===== config.mk =====
export PLATFORM = sky130hd
export DESIGN_NAME = id_ex_pipe_reg_flat
export DESIGN_NICKNAME = d
export VERILOG_FILES = /design/src/rtl/pipe_pkg.sv /design/src/rtl/id_ex_pipe_reg_if.sv /design/src/rtl/id_ex_pipe_reg_sat_counter.sv /design/src/rtl/id_ex_pipe_reg.sv /design/src/flat_wrapper.sv
export SDC_FILE = /design/constraint.sdc
export NUM_CORES = 1
export LEC_CHECK = 0
export CAP_MARGIN = 0
export CORE_MARGIN = 4
export CORE_UTILIZATION = 35
export CTS_BUF_LIST = sky130_fd_sc_hd__clkbuf_16
export CTS_CLUSTER_DIAMETER = 120
export DETAILED_ROUTE_END_ITERATION = 8
export PLACE_DENSITY = 0.66
export SYNTH_ARGS = -nofsm -noshare
export SYNTH_HDL_FRONTEND = slang
export SYNTH_HIERARCHICAL = 1
export SYNTH_SLANG_ARGS = --single-unit

===== constraint.sdc =====
create_clock -name clk -period 3.22 [get_ports clk]
set_clock_uncertainty 0.15 [all_clocks]
set_input_delay 0.322 -clock clk [delete_from_list [all_inputs] [get_ports clk]]
set_output_delay 0.322 -clock clk [all_outputs]
set_load 0.02 [all_outputs]

===== src/rtl/pipe_pkg.sv =====
`default_nettype none
// +----------------------------------------------------------------------+
// | pipe_pkg                                                             |
// | Shared pipeline-register types: EX control bundle and bubble value.  |
// | Revision: 1.0                                                        |
// +----------------------------------------------------------------------+
package pipe_pkg;

    localparam int REG_IDX_W = 3;
    localparam int OPCODE_W  = 7;

    typedef struct packed {
        logic                 valid;
        logic                 load;
        logic                 wb_en;
        logic [OPCODE_W-1:0]  opcode;
        logic [REG_IDX_W-1:0] rsrc1;
        logic [REG_IDX_W-1:0] rsrc2;
        logic [REG_IDX_W-1:0] rdst;
    } ex_ctrl_t;

    localparam ex_ctrl_t EX_BUBBLE = '0;

    // An invalid slot must never look like a load or a writer to the hazard logic.
    function automatic ex_ctrl_t make_ctrl(
        input logic                 valid,
        input logic                 load,
        input logic                 wb_en,
        input logic [OPCODE_W-1:0]  opcode,
        input logic [REG_IDX_W-1:0] rsrc1,
        input logic [REG_IDX_W-1:0] rsrc2,
        input logic [REG_IDX_W-1:0] rdst
    );
        ex_ctrl_t c;
        c.valid  = valid;
        c.load   = load & valid;
        c.wb_en  = wb_en & valid;
        c.opcode = opcode;
        c.rsrc1  = rsrc1;
        c.rsrc2  = rsrc2;
        c.rdst   = rdst;
        return c;
    endfunction

endpackage
`default_nettype wire


===== src/rtl/id_ex_pipe_reg_if.sv =====
`default_nettype none
// +----------------------------------------------------------------------+
// | id_ex_pipe_reg_if                                                    |
// | Decode-side inputs, hazard controls and EX-side outputs of ID/EX.    |
// | Revision: 1.0                                                        |
// +----------------------------------------------------------------------+
interface id_ex_pipe_reg_if #(
    parameter int DATA_W = 16,
    parameter int CNT_W  = 16
);
    import pipe_pkg::*;

    logic                 d_valid;
    logic [OPCODE_W-1:0]  d_opcode;
    logic [REG_IDX_W-1:0] d_rsrc1;
    logic [REG_IDX_W-1:0] d_rsrc2;
    logic [REG_IDX_W-1:0] d_rdst;
    logic [DATA_W-1:0]    d_rs1_val;
    logic [DATA_W-1:0]    d_rs2_val;
    logic [DATA_W-1:0]    d_imm;
    logic                 d_load;
    logic                 d_wb_en;
    logic                 stallD;
    logic                 flushE;
    logic                 mem_stall;

    logic                 ex_valid;
    logic                 ex_load;
    logic                 ex_wb_en;
    logic [OPCODE_W-1:0]  ex_opcode;
    logic [REG_IDX_W-1:0] ex_rsrc1;
    logic [REG_IDX_W-1:0] ex_rsrc2;
    logic [REG_IDX_W-1:0] ex_rdst;
    logic [DATA_W-1:0]    ex_rs1_val;
    logic [DATA_W-1:0]    ex_rs2_val;
    logic [DATA_W-1:0]    ex_imm;
    logic                 fd_hold;
    logic [CNT_W-1:0]     stall_cnt;
    logic [CNT_W-1:0]     bubble_cnt;

    modport master (
        output d_valid, d_opcode, d_rsrc1, d_rsrc2, d_rdst,
               d_rs1_val, d_rs2_val, d_imm, d_load, d_wb_en,
               stallD, flushE, mem_stall,
        input  ex_valid, ex_load, ex_wb_en, ex_opcode, ex_rsrc1, ex_rsrc2,
               ex_rdst, ex_rs1_val, ex_rs2_val, ex_imm, fd_hold,
               stall_cnt, bubble_cnt
    );

    modport slave (
        input  d_valid, d_opcode, d_rsrc1, d_rsrc2, d_rdst,
               d_rs1_val, d_rs2_val, d_imm, d_load, d_wb_en,
               stallD, flushE, mem_stall,
        output ex_valid, ex_load, ex_wb_en, ex_opcode, ex_rsrc1, ex_rsrc2,
               ex_rdst, ex_rs1_val, ex_rs2_val, ex_imm, fd_hold,
               stall_cnt, bubble_cnt
    );
endinterface
`default_nettype wire


===== src/rtl/id_ex_pipe_reg_sat_counter.sv =====
`default_nettype none
// +----------------------------------------------------------------------+
// | sat_counter                                                          |
// | Up-counter that sticks at all-ones; hold freezes it.                 |
// | Revision: 1.0                                                        |
// +----------------------------------------------------------------------+
module sat_counter #(
    parameter int CNT_W = 16
) (
    input  logic             clk,
    input  logic             rst,
    input  logic             inc,
    input  logic             hold,
    output logic [CNT_W-1:0] count
);
    logic [CNT_W-1:0] r_count;

    always_ff @(posedge clk) begin
        if (rst) begin
            r_count <= '0;
        end else if (inc && !hold && (r_count != {CNT_W{1'b1}})) begin
            r_count <= r_count + CNT_W'(1);
        end
    end

    assign count = r_count;
endmodule
`default_nettype wire


===== src/rtl/id_ex_pipe_reg.sv =====
`default_nettype none
// +----------------------------------------------------------------------+
// | id_ex_pipe_reg                                                       |
// | Decode-to-execute register with bubble injection, freeze and stats.  |
// | Revision: 1.0                                                        |
// +----------------------------------------------------------------------+
module id_ex_pipe_reg
    import pipe_pkg::*;
#(
    parameter int DATA_W = 16,
    parameter int CNT_W  = 16
) (
    input  logic          clk,
    input  logic          rst,
    id_ex_pipe_reg_if.slave bus
);
    ex_ctrl_t          r_ctrl;
    logic [DATA_W-1:0] r_rs1_val;
    logic [DATA_W-1:0] r_rs2_val;
    logic [DATA_W-1:0] r_imm;
    logic              w_bubble;
    logic              w_stall_valid;
    logic [CNT_W-1:0]  w_stall_cnt;
    logic [CNT_W-1:0]  w_bubble_cnt;

    // Flush and stall collapse into a single bubble on the same edge.
    assign w_bubble      = bus.flushE | bus.stallD;
    assign w_stall_valid = bus.stallD & bus.d_valid;

    always_ff @(posedge clk) begin
        if (rst) begin
            r_ctrl    <= EX_BUBBLE;
            r_rs1_val <= '0;
            r_rs2_val <= '0;
            r_imm     <= '0;
        end else if (!bus.mem_stall) begin
            if (w_bubble) begin
                r_ctrl    <= EX_BUBBLE;
                r_rs1_val <= '0;
                r_rs2_val <= '0;
                r_imm     <= '0;
            end else begin
                r_ctrl    <= make_ctrl(bus.d_valid, bus.d_load, bus.d_wb_en,
                                       bus.d_opcode, bus.d_rsrc1, bus.d_rsrc2,
                                       bus.d_rdst);
                r_rs1_val <= bus.d_rs1_val;
                r_rs2_val <= bus.d_rs2_val;
                r_imm     <= bus.d_imm;
            end
        end
    end

    sat_counter #(.CNT_W(CNT_W)) u_stall_cnt (
        .clk   (clk),
        .rst   (rst),
        .inc   (w_stall_valid),
        .hold  (bus.mem_stall),
        .count (w_stall_cnt)
    );

    sat_counter #(.CNT_W(CNT_W)) u_bubble_cnt (
        .clk   (clk),
        .rst   (rst),
        .inc   (w_bubble),
        .hold  (bus.mem_stall),
        .count (w_bubble_cnt)
    );

    assign bus.ex_valid   = r_ctrl.valid;
    assign bus.ex_load    = r_ctrl.load;
    assign bus.ex_wb_en   = r_ctrl.wb_en;
    assign bus.ex_opcode  = r_ctrl.opcode;
    assign bus.ex_rsrc1   = r_ctrl.rsrc1;
    assign bus.ex_rsrc2   = r_ctrl.rsrc2;
    assign bus.ex_rdst    = r_ctrl.rdst;
    assign bus.ex_rs1_val = r_rs1_val;
    assign bus.ex_rs2_val = r_rs2_val;
    assign bus.ex_imm     = r_imm;
    assign bus.fd_hold    = bus.stallD | bus.mem_stall;
    assign bus.stall_cnt  = w_stall_cnt;
    assign bus.bubble_cnt = w_bubble_cnt;
endmodule
`default_nettype wire


===== src/flat_wrapper.sv =====
// flat-port wrapper written by rule: the top's interface ports become plain ports
module id_ex_pipe_reg_flat import pipe_pkg::*;
#(
    parameter int DATA_W = 16,
    parameter int CNT_W  = 16
)
  (clk, rst, bus_d_valid, bus_d_opcode, bus_d_rsrc1, bus_d_rsrc2, bus_d_rdst, bus_d_rs1_val, bus_d_rs2_val, bus_d_imm, bus_d_load, bus_d_wb_en, bus_stallD, bus_flushE, bus_mem_stall, bus_ex_valid, bus_ex_load, bus_ex_wb_en, bus_ex_opcode, bus_ex_rsrc1, bus_ex_rsrc2, bus_ex_rdst, bus_ex_rs1_val, bus_ex_rs2_val, bus_ex_imm, bus_fd_hold, bus_stall_cnt, bus_bubble_cnt);
  id_ex_pipe_reg_if #(.DATA_W(DATA_W), .CNT_W(CNT_W)) bus_i ();
  input  logic clk;
  input  logic rst;
  input wire logic [$bits(bus_i.d_valid)-1:0] bus_d_valid;
  input wire logic [$bits(bus_i.d_opcode)-1:0] bus_d_opcode;
  input wire logic [$bits(bus_i.d_rsrc1)-1:0] bus_d_rsrc1;
  input wire logic [$bits(bus_i.d_rsrc2)-1:0] bus_d_rsrc2;
  input wire logic [$bits(bus_i.d_rdst)-1:0] bus_d_rdst;
  input wire logic [$bits(bus_i.d_rs1_val)-1:0] bus_d_rs1_val;
  input wire logic [$bits(bus_i.d_rs2_val)-1:0] bus_d_rs2_val;
  input wire logic [$bits(bus_i.d_imm)-1:0] bus_d_imm;
  input wire logic [$bits(bus_i.d_load)-1:0] bus_d_load;
  input wire logic [$bits(bus_i.d_wb_en)-1:0] bus_d_wb_en;
  input wire logic [$bits(bus_i.stallD)-1:0] bus_stallD;
  input wire logic [$bits(bus_i.flushE)-1:0] bus_flushE;
  input wire logic [$bits(bus_i.mem_stall)-1:0] bus_mem_stall;
  output wire logic [$bits(bus_i.ex_valid)-1:0] bus_ex_valid;
  output wire logic [$bits(bus_i.ex_load)-1:0] bus_ex_load;
  output wire logic [$bits(bus_i.ex_wb_en)-1:0] bus_ex_wb_en;
  output wire logic [$bits(bus_i.ex_opcode)-1:0] bus_ex_opcode;
  output wire logic [$bits(bus_i.ex_rsrc1)-1:0] bus_ex_rsrc1;
  output wire logic [$bits(bus_i.ex_rsrc2)-1:0] bus_ex_rsrc2;
  output wire logic [$bits(bus_i.ex_rdst)-1:0] bus_ex_rdst;
  output wire logic [$bits(bus_i.ex_rs1_val)-1:0] bus_ex_rs1_val;
  output wire logic [$bits(bus_i.ex_rs2_val)-1:0] bus_ex_rs2_val;
  output wire logic [$bits(bus_i.ex_imm)-1:0] bus_ex_imm;
  output wire logic [$bits(bus_i.fd_hold)-1:0] bus_fd_hold;
  output wire logic [$bits(bus_i.stall_cnt)-1:0] bus_stall_cnt;
  output wire logic [$bits(bus_i.bubble_cnt)-1:0] bus_bubble_cnt;
  assign bus_i.d_valid = bus_d_valid;
  assign bus_i.d_opcode = bus_d_opcode;
  assign bus_i.d_rsrc1 = bus_d_rsrc1;
  assign bus_i.d_rsrc2 = bus_d_rsrc2;
  assign bus_i.d_rdst = bus_d_rdst;
  assign bus_i.d_rs1_val = bus_d_rs1_val;
  assign bus_i.d_rs2_val = bus_d_rs2_val;
  assign bus_i.d_imm = bus_d_imm;
  assign bus_i.d_load = bus_d_load;
  assign bus_i.d_wb_en = bus_d_wb_en;
  assign bus_i.stallD = bus_stallD;
  assign bus_i.flushE = bus_flushE;
  assign bus_i.mem_stall = bus_mem_stall;
  assign bus_ex_valid = bus_i.ex_valid;
  assign bus_ex_load = bus_i.ex_load;
  assign bus_ex_wb_en = bus_i.ex_wb_en;
  assign bus_ex_opcode = bus_i.ex_opcode;
  assign bus_ex_rsrc1 = bus_i.ex_rsrc1;
  assign bus_ex_rsrc2 = bus_i.ex_rsrc2;
  assign bus_ex_rdst = bus_i.ex_rdst;
  assign bus_ex_rs1_val = bus_i.ex_rs1_val;
  assign bus_ex_rs2_val = bus_i.ex_rs2_val;
  assign bus_ex_imm = bus_i.ex_imm;
  assign bus_fd_hold = bus_i.fd_hold;
  assign bus_stall_cnt = bus_i.stall_cnt;
  assign bus_bubble_cnt = bus_i.bubble_cnt;
  id_ex_pipe_reg #(.DATA_W(DATA_W), .CNT_W(CNT_W)) u_core (.clk(clk), .rst(rst), .bus(bus_i));
endmodule

==> out/qor.csv, run 1 <==
metric,value,unit
P&R area growth vs syn,45.2,%
Synth Register Bits,99,
Worst Hold Depth,2,
top-area cell type share of the netlist area,43.8,%
Worst setup EP type,register,
htree depth,3,
cell count after synthesis,501,
Top Ports,172,
max-slew violation count,0,
first-pass GRT wire length,20500,microns
Detail Placement HPWL,8850,microns
Hold Path Class,input port to register,
reg-to-reg startpoint,u_core/u_bubble_cnt/count[0]$_SDFFE_PP0P_,
DRT Wirelength,12700,microns
clock sink count,99,
TritonRoute pass-1 iters,6,
pin count of the biggest net entering global routing,66,
RSZ-0062 raised after global routing,no,
CTS tree,yes,
slowest cell on the critical path,nor4_1,
P per Cell Area,397,nW/um^2
number of max-cap violations,0,
Nets,720,
minimum clock period,2.03,ns
critical path depth,5,
share of cells above drive strength 1,6.61,%
Crit Path Class,register to register,
total number of vias,4347,
via/cell ratio,5.28,
largest cells by area after synthesis,"dfxtp_1 (44%), or4b_1 (14%), a21oi_1 (10%)",
Post-CTS Resized,0,
core area,12600,sq um
Setup Viol. Count Final,0,
routed len/inst,15.4,microns
post-layout util,52.0,%
Hold Path Origin,rst,
reg2reg setup slack,1.19,ns
Crit path largest cell delay,0.52,ns
startpoint types,register,
WP data required,3.30,ns
Final ANT Viol Nets,0,
Post-Syn Nets,575,
arrival time at the worst endpoint,2.12,ns
cts hold-fix bufs,0,
"Top FF cell, synth",dfxtp_1,
"Seq/Total Area, Yosys",43.8,%
die area,14800,sq um
hold endpoint,u_core/bus.ex_rsrc1[2]$_SDFFE_PP0N_,
die width,122,microns
worst-path fanout max,6,
crit share post-route,63.1,%
GRT Util Overall,17.1,%
number of global-route vias before repair,4032,
worst slew pin tran,0.592,ns
total grt overflow,0,
most numerous cell in the Yosys netlist,dfxtp_1,
clk slew on worst S/H paths,0.07,ns
Max Fclk,492,MHz
Port Buffers,171,
Cell variety after synth,38,
Synthesis Warnings,6,
worst r2r dst,u_core/u_bubble_cnt/count[10]$_SDFFE_PP0P_,
Leak Pwr,2.14,nW
Mapped Area,4520,sq um
"Setup Fix Bufs, Post-CTS",0,
# diodes,0,
DRC Markers,0,
Worst slew margin,60.3,%
Final Hold Viols,0,
Num CTS Buffers,9,
Commonest cells post-synth,"dfxtp_1 (99), a21oi_1 (94), nand2_1 (72)",
gp weighted congestion,0.780,
ys async rst share,0,%
Starting Density,35.9,%
FP Rows,41,
Fin Setup TNS,0,ns
length in cells of the worst reg-to-reg path,5,
clk root buf,clkbuf_16,
crit path buf inv count,0,
VDD IR max,0.205,mV
critical-path cell list,ha_1 > nand3_2 > nor4_1 > o211ai_1 > mux2_2,
Die H,122,microns
biggest area consumer among synthesized cells,dfxtp_1,
Clock Latency Late Sink,0.35,ns
DR iter-0 viols,305,
Post-synth EDFFs,0,
outcome,finished clean,
post-synthesis area per instance,9.03,sq um
worst-case clock buffer depth,2,
cell family with most CP delay,simple AND/OR/NAND/NOR gates,
initial antenna violation count,0,
-- stage by stage --
step	hold slack (ns)	std cells	setup WS [ns]	area, sq um	power (mW)
after floorplan	0.383	501	1.11	4520	1.43
after global placement	0.294	807	0.933	6280	1.58
after detailed placement	0.303	807	0.881	6280	1.58
after CTS	0.233	823	1.17	6570	2.64
after global routing	0.258	823	1.04	6570	2.70
final	0.239	823	1.19	6570	2.61
-- routing by layer --
layer / vias up / routed length [microns] / global-route usage (%)
li1: 2178 / - / -
met1: 2007 / 5480 / 20.9
met2: 137 / 5870 / 26.8
met3: 25 / 955 / 5.76
met4: 0 / 390 / 8.54
met5: - / 0 / 0
-- power breakdown --
group	leakage (nW)	internal [mW]	switching, mW
sequential	0.802	1.25	0.0145
clock	0.138	0.592	0.465
combinational	1.20	0.152	0.135
-- worst max-delay path by stage --
stage,slack [ns],to,startpoint
after global placement,0.93,u_core/u_stall_cnt/count[15]$_SDFFE_PP0P_,bus_d_valid
after CTS,1.17,bus_fd_hold,bus_mem_stall
after detailed placement,0.88,u_core/u_stall_cnt/count[15]$_SDFFE_PP0P_,bus_d_valid
after global routing,1.04,u_core/u_stall_cnt/count[8]$_SDFFE_PP0P_,u_core/u_stall_cnt/count[1]$_SDFFE_PP0P_
after floorplan,1.11,u_core/u_bubble_cnt/count[10]$_SDFFE_PP0P_,bus_flushE
final,1.19,u_core/u_bubble_cnt/count[10]$_SDFFE_PP0P_,u_core/u_bubble_cnt/count[0]$_SDFFE_PP0P_
-- state kept, by name, indices dropped and copies added, names as in the netlist --
name                       cells
u_core/bus.ex_imm             16
u_core/bus.ex_load             1
u_core/bus.ex_opcode           7
u_core/bus.ex_rdst             3
u_core/bus.ex_rs1_val         16
u_core/bus.ex_rs2_val         16
u_core/bus.ex_rsrc1            3
u_core/bus.ex_rsrc2            3
u_core/bus.ex_valid            1
u_core/bus.ex_wb_en            1
u_core/u_bubble_cnt/count     16
u_core/u_stall_cnt/count      16
-- cells by family after synthesis --
group	share of synthesized area, %
AOI/OAI and AO/OA	16.1
adders and majority gates	0.553
buffers and inverters	4.78
DFF	43.8
muxes	0.940
and+or+nand+nor	33.8
-- layout by cell type (no fill, tap or decap), types with 6 or more instances in the layout --
| cell type | synthesis | routed |
|---|---|---|
| a21oi_1 | 94 | 94 |
| and3_1 | 6 | 6 |
| dfxtp_1 | 99 | 99 |
| clkdlybuf4s50_1 | 0 | 167 |
| clkbuf_16 | 0 | 9 |
| or4b_1 | 64 | 64 |
| o21ai_0 | 10 | 10 |
| o31ai_1 | 20 | 20 |
| nand2_1 | 72 | 72 |
| or4_1 | 18 | 18 |
| nand4_1 | 12 | 12 |
| buf_4 | 1 | 8 |
-- area by class of cell --
| cell class | instances | area [sq um] |
|---|---|---|
| fill | 1179 | 6050 |
| multi-input combinational | 354 | 2330 |
| clock buffer | 9 | 225 |
| inverter | 5 | 18.8 |
| timing repair buffer | 177 | 1740 |
| tap | 172 | 215 |
| clock inverter | 7 | 58.8 |
| sequential | 99 | 1980 |
(Power assumes the default switching activity.)
==> run 2, diff against run 1 <==
Settings changed: PLACE_DENSITY 0.66 to 0.69.
Clock period 3.22 ns to 1.7 ns, I/O delays scaled along.
==> out/qor.csv, run 2 (synthesis results as in run 1) <==
metric,value,unit
DRT Wirelength,14200,microns
Max Fclk,583,MHz
total number of vias,4550,
routed len/inst,16.2,microns
"commonest non-fill, non-tap cell in the layout",clkdlybuf4s50_1,
worst slew pin tran,0.525,ns
RSZ-0062 raised after global routing,yes,
Fin Setup TNS,-0.0289,ns
pin count of the biggest net entering global routing,66,
startpoint types,register,
core area,12600,sq um
crit share post-route,101,%
# diodes,0,
max-slew violation count,0,
worst r2r dst,u_core/u_stall_cnt/count[8]$_SDFFE_PP0P_,
Port Buffers,171,
CTS tree,yes,
worst-path fanout max,7,
Worst Hold Depth,3,
Leak Pwr,2.83,nW
share of cells above drive strength 1,21.8,%
clk root buf,clkbuf_16,
clock sink count,99,
DRC Markers,0,
Layout fillers,1150,
TritonRoute pass-1 iters,4,
reg2reg setup slack,-0.02,ns
htree depth,3,
Num CTS Buffers,9,
Nets,778,
worst-case clock buffer depth,2,
VDD IR max,0.400,mV
arrival time at the worst endpoint,1.84,ns
Post-Place Cell Area,6820,sq um
number of global-route vias before repair,4596,
minimum clock period,1.72,ns
first-pass GRT wire length,22800,microns
Worst slew margin,65.0,%
Hold Path Origin,bus_mem_stall,
Crit Path Class,register to register,
clk slew on worst S/H paths,0.07,ns
reg-to-reg startpoint,u_core/u_stall_cnt/count[0]$_SDFFE_PP0P_,
PnR worst setup slack,-0.0151,ns
Starting Density,35.9,%
Worst setup EP type,register,
Clock Latency Late Sink,0.34,ns
outcome,"finished, violations left",
Die H,122,microns
Top Ports,172,
length in cells of the worst reg-to-reg path,5,
gp weighted congestion,0.828,
die width,122,microns
GRT Util Overall,19.1,%
Final Hold Viols,0,
die area,14800,sq um
Setup Viol. Count Final,4,
Final ANT Viol Nets,0,
Detail Placement HPWL,10200,microns
total grt overflow,0,
P per Cell Area,676,nW/um^2
via/cell ratio,5.17,
FP Rows,41,
hold endpoint,u_core/bus.ex_rs2_val[1]$_SDFFE_PP0N_,
"commonest cells after routing, fill and taps aside","clkdlybuf4s50_1 (131), a21oi_1 (82), dfxtp_1 (81), nand2_1 (72), or4b_1 (64)",
Hold Path Class,input port to register,
WP data required,1.82,ns
DR iter-0 viols,314,
failing checks,setup timing,
initial antenna violation count,1,
Final Instance Area,7280,sq um
number of max-cap violations,0,
P&R area growth vs syn,61.0,%
cts hold-fix bufs,0,
[run 2: changes by cell type in the layout (fill, tap and decap cells not counted), sizes merged, moves of 2 or more]
cell           delta
buf              +58
clkdlybuf4s50    -36
dlygate4sd2      +25
dlymetal6s2s     +11
clkinv            -2
inv               +2
[run 2: layout make-up]
type	count	area, sq um	area share (%)
clock buffers	10	250	3.44
well taps	172	215	2.96
multi-input cells	354	2530	34.7
flip-flops and latches	99	2020	27.7
repair buffers	235	2220	30.5
clock inverters	5	27.5	0.378
inverters	5	18.8	0.258
[run 2: worst max path at each step]
stage | from | end | slack [ns] | cells after the start
3_3_place_gp | bus_d_valid | u_core/u_stall_cnt/count[15]$_SDFFE_PP0P_ | -0.39 | 6
3_5_place_dp | bus_d_valid | u_core/u_stall_cnt/count[15]$_SDFFE_PP0P_ | -0.42 | 6
4_1_cts | u_core/u_stall_cnt/count[0]$_SDFFE_PP0P_ | u_core/u_stall_cnt/count[15]$_SDFFE_PP0P_ | -0.04 | 7
2_1_floorplan | u_core/u_stall_cnt/count[1]$_SDFFE_PP0P_ | u_core/u_stall_cnt/count[14]$_SDFFE_PP0P_ | -0.08 | 6
6_report | u_core/u_stall_cnt/count[0]$_SDFFE_PP0P_ | u_core/u_stall_cnt/count[8]$_SDFFE_PP0P_ | -0.02 | 5
5_1_grt | u_core/u_stall_cnt/count[0]$_SDFFE_PP0P_ | u_core/u_stall_cnt/count[14]$_SDFFE_PP0P_ | -0.08 | 5
[run 2: metrics by stage]
stage	setup WS, ns	utilization, %	hold WS [ns]	power [mW]	cells
finish	-0.0151	57.7	0.0263	4.92	880
CTS	-0.0367	56.3	0.0202	4.98	876
global placement	-0.388	54.1	0.293	3.03	861
global route	-0.0837	57.7	0.0110	5.11	880
detailed placement	-0.416	54.1	0.303	3.04	861
floorplan	-0.0764	-	0.204	2.71	501
[run 2: timing repair]
action,CTS,global route
endpoints found under the setup margin,40,39
buffers inserted,0,5
pin swaps,5,12
gates resized for setup,38,43
[run 2: critical path, stage by stage, from the launching register on]
cell and delay, ns:
dfxtp_4 0.37, ha_4 0.14, nand3_4 0.09, or2_4 0.28, or4_4 0.48, a21oi_2 0.13
[run 2: where the power goes]
| group | internal (mW) | switching, mW |
|---|---|---|
| clock network | 1.06 | 0.876 |
| logic | 0.322 | 0.279 |
| registers | 2.36 | 0.0280 |
| total | 3.74 | 1.18 |
[run 2: layer usage]
layer  up-vias  routed length (microns)  GRT usage (%)
met5         -                       13              0
met4         2                      216           6.93
met3        16                     1470           9.75
met2       134                     6540           30.1
met1      2090                     5980           22.4
li1       2308                        -              -
==> run 3, diff against run 2 <==
Settings changed: HOLD_SLACK_MARGIN from default to 0.02, PLACE_DENSITY 0.69 to 0.71, SLEW_MARGIN from default to 20, SYNTH_HIERARCHICAL 1 to default.
==> out/qor.csv, run 3 <==
metric,value,unit
outcome,"finished, violations left",
failing checks,setup timing,
total grt overflow,0,
"Seq/Total Area, Yosys",49.4,%
WP data required,1.81,ns
first-pass GRT wire length,19900,microns
met1 WL,5110,microns
crit path buf inv count,1,
Max Fclk,522,MHz
Synth Register Bits,99,
Cell variety after synth,43,
Leak Pwr,3.07,nW
# diodes,0,
"Top FF cell, synth",dfxtp_1,
DR iter-0 viols,136,
Post-synth EDFFs,0,
die area,13200,sq um
max-slew violation count,0,
VDD IR max,0.606,mV
Net Sw Frac,24.1,%
Synthesis Warnings,0,
FP Rows,38,
clock sink count,99,
cell family with most CP delay,simple AND/OR/NAND/NOR gates,
htree depth,3,
DRC Markers,0,
most numerous cell in the Yosys netlist,dfxtp_1,
number of global-route vias before repair,4079,
Logic pwr share,14.4,%
Detail Placement HPWL,9260,microns
CTS tree,yes,
cell count after synthesis,414,
Nets,719,
dpl cells,760,
Final Instance Area,6970,sq um
die width,115,microns
Final ANT Viol Nets,0,
number of max-cap violations,0,
top-area cell type share of the netlist area,49.4,%
largest cells by area after synthesis,"dfxtp_1 (49%), mux2i_1 (16%), nor2_1 (7.1%)",
pin count of the biggest net entering global routing,45,
Setup Viol. Count Final,14,
P per Cell Area,748,nW/um^2
Worst slew margin,73.4,%
Die H,115,microns
clk root buf,clkbuf_16,
Final Hold Viols,0,
Top Ports,172,
DR WL met2,6190,microns
slowest cell on the critical path,dfxtp_4,
net load switching power,1.26,mW
Crit path largest cell delay,0.36,ns
Post-Syn Nets,488,
Crit Path Class,register to register,
ys async rst share,0,%
Num CTS Buffers,9,
minimum clock period,1.92,ns
cts hold-fix bufs,0,
crit share post-route,113,%
startpoint types,register,
worst-path fanout max,2,
Clock Latency Late Sink,0.35,ns
worst slew pin tran,0.395,ns
Commonest cells post-synth,"dfxtp_1 (99), nor2_1 (76), mux2i_1 (65)",
routed len/inst,16.4,microns
Port Buffers,171,
"commonest cells after routing, fill and taps aside","clkdlybuf4s50_1 (129), nor2_1 (76), dfxtp_1 (71), mux2i_1 (65), buf_4 (58)",
Post-Place Cell Area,6370,sq um
P&R area growth vs syn,73.6,%
Starting Density,36.4,%
biggest area consumer among synthesized cells,dfxtp_1,
TritonRoute pass-1 iters,4,
RSZ-0062 raised after global routing,yes,
clk slew on worst S/H paths,0.07,ns
DRT Wirelength,12900,microns
post-synthesis area per instance,9.70,sq um
via/cell ratio,5.03,
top routing layer used,met4,
worst-case clock buffer depth,2,
Hold Path Class,input port to register,
initial antenna violation count,0,
critical-path cell list,ha_4 > nand4_1 > buf_4 > or3_4 > or3_1 > a21oi_1,
core area,11000,sq um
Finished Layout Cells,789,
DR WL met3,1360,microns
arrival time at the worst endpoint,2.03,ns
PnR worst setup slack,-0.217,ns
total number of vias,3969,
internal power,3.96,mW
clock network fraction of total power,39.0,%
Sequential Power Share,46.7,%
Mapped Area,4020,sq um
Tot Pwr,5.21,mW
"commonest non-fill, non-tap cell in the layout",clkdlybuf4s50_1,
Worst setup EP type,register,
share of cells above drive strength 1,24.2,%
GRT Util Overall,19.0,%
gp weighted congestion,0.789,
run 3: routing by layer:
metal | vias up | global-route usage, %
li1 | 1941 | -
met3 | 17 | 9.63
met5 | - | 0
met1 | 1875 | 20.7
met2 | 136 | 31.3
met4 | 0 | 8.06
run 3: timing repair:
item	CTS	global route
setup buffers	6	8
endpoints found under the setup margin	57	36
pin swaps	11	16
resized for setup	41	48
hold endpoints to repair	0	0
gates cloned	0	1
run 3: power by group through the flow:
stage          Clock [mW]  Combinational, mW  Sequential, mW
4_1_cts              2.08              0.736            2.43
3_3_place_gp            0              0.721            2.48
6_report             2.03              0.750            2.43
3_5_place_dp            0              0.732            2.48
5_1_grt              2.19              0.801            2.44
2_1_floorplan           0              0.229            2.57
run 3: worst register-to-register path, cell delays in order (launching register included):
cell and delay [ns]:
dfxtp_4 0.36, ha_4 0.13, nand4_1 0.18, buf_4 0.21, or3_4 0.32, or3_1 0.33, a21oi_1 0.16
run 3: area by class of cell:
type | instances | area, sq um
tap | 140 | 175
sequential | 99 | 2030
fill | 923 | 4060
clock buffer | 11 | 275
multi-input combinational | 289 | 2130
clock inverter | 4 | 22.5
timing repair buffer | 243 | 2330
inverter | 3 | 11.3
run 3: path summary, 6_finish.rpt:
path	from	depth (start not counted)	endpoint	slack, ns
worst max-delay path	u_core.u_bubble_cnt.count[1]$_SDFFE_PP0P_	6	u_core.u_bubble_cnt.count[10]$_SDFFE_PP0P_	-0.22
worst min-delay path	bus_mem_stall	5	u_core.u_bubble_cnt.count[12]$_SDFFE_PP0P_	0.18
worst max register to register	u_core.u_bubble_cnt.count[1]$_SDFFE_PP0P_	6	u_core.u_bubble_cnt.count[10]$_SDFFE_PP0P_	-0.22
worst min register to register	u_core.bus.ex_rs2_val[8]$_SDFFE_PP0N_	2	u_core.bus.ex_rs2_val[8]$_SDFFE_PP0N_	0.34
run 3: logic make-up (layout without fill, tap and decap cells):
kind of cell	count (synthesis)	count (layout)	share of synthesized area [%]
fa+ha+maj	2	2	0.623
mux	69	69	17.3
buf+inv	27	261	3.12
xor+xnor	2	2	0.436
compound gates	56	56	8.48
simple gates	159	160	20.7
flops	99	99	49.4
run 3: metrics by stage:
step	setup TNS [ns]	hold slack [ns]	util [%]	setup WS, ns
2_1_floorplan	-0.820	0.164	-	-0.137
3_3_place_gp	-17.20	0.323	57.8	-0.493
3_5_place_dp	-18.74	0.332	57.8	-0.602
4_1_cts	-0.909	0.148	60.9	-0.174
5_1_grt	-2.22	0.206	63.2	-0.277
6_report	-1.11	0.181	63.2	-0.217
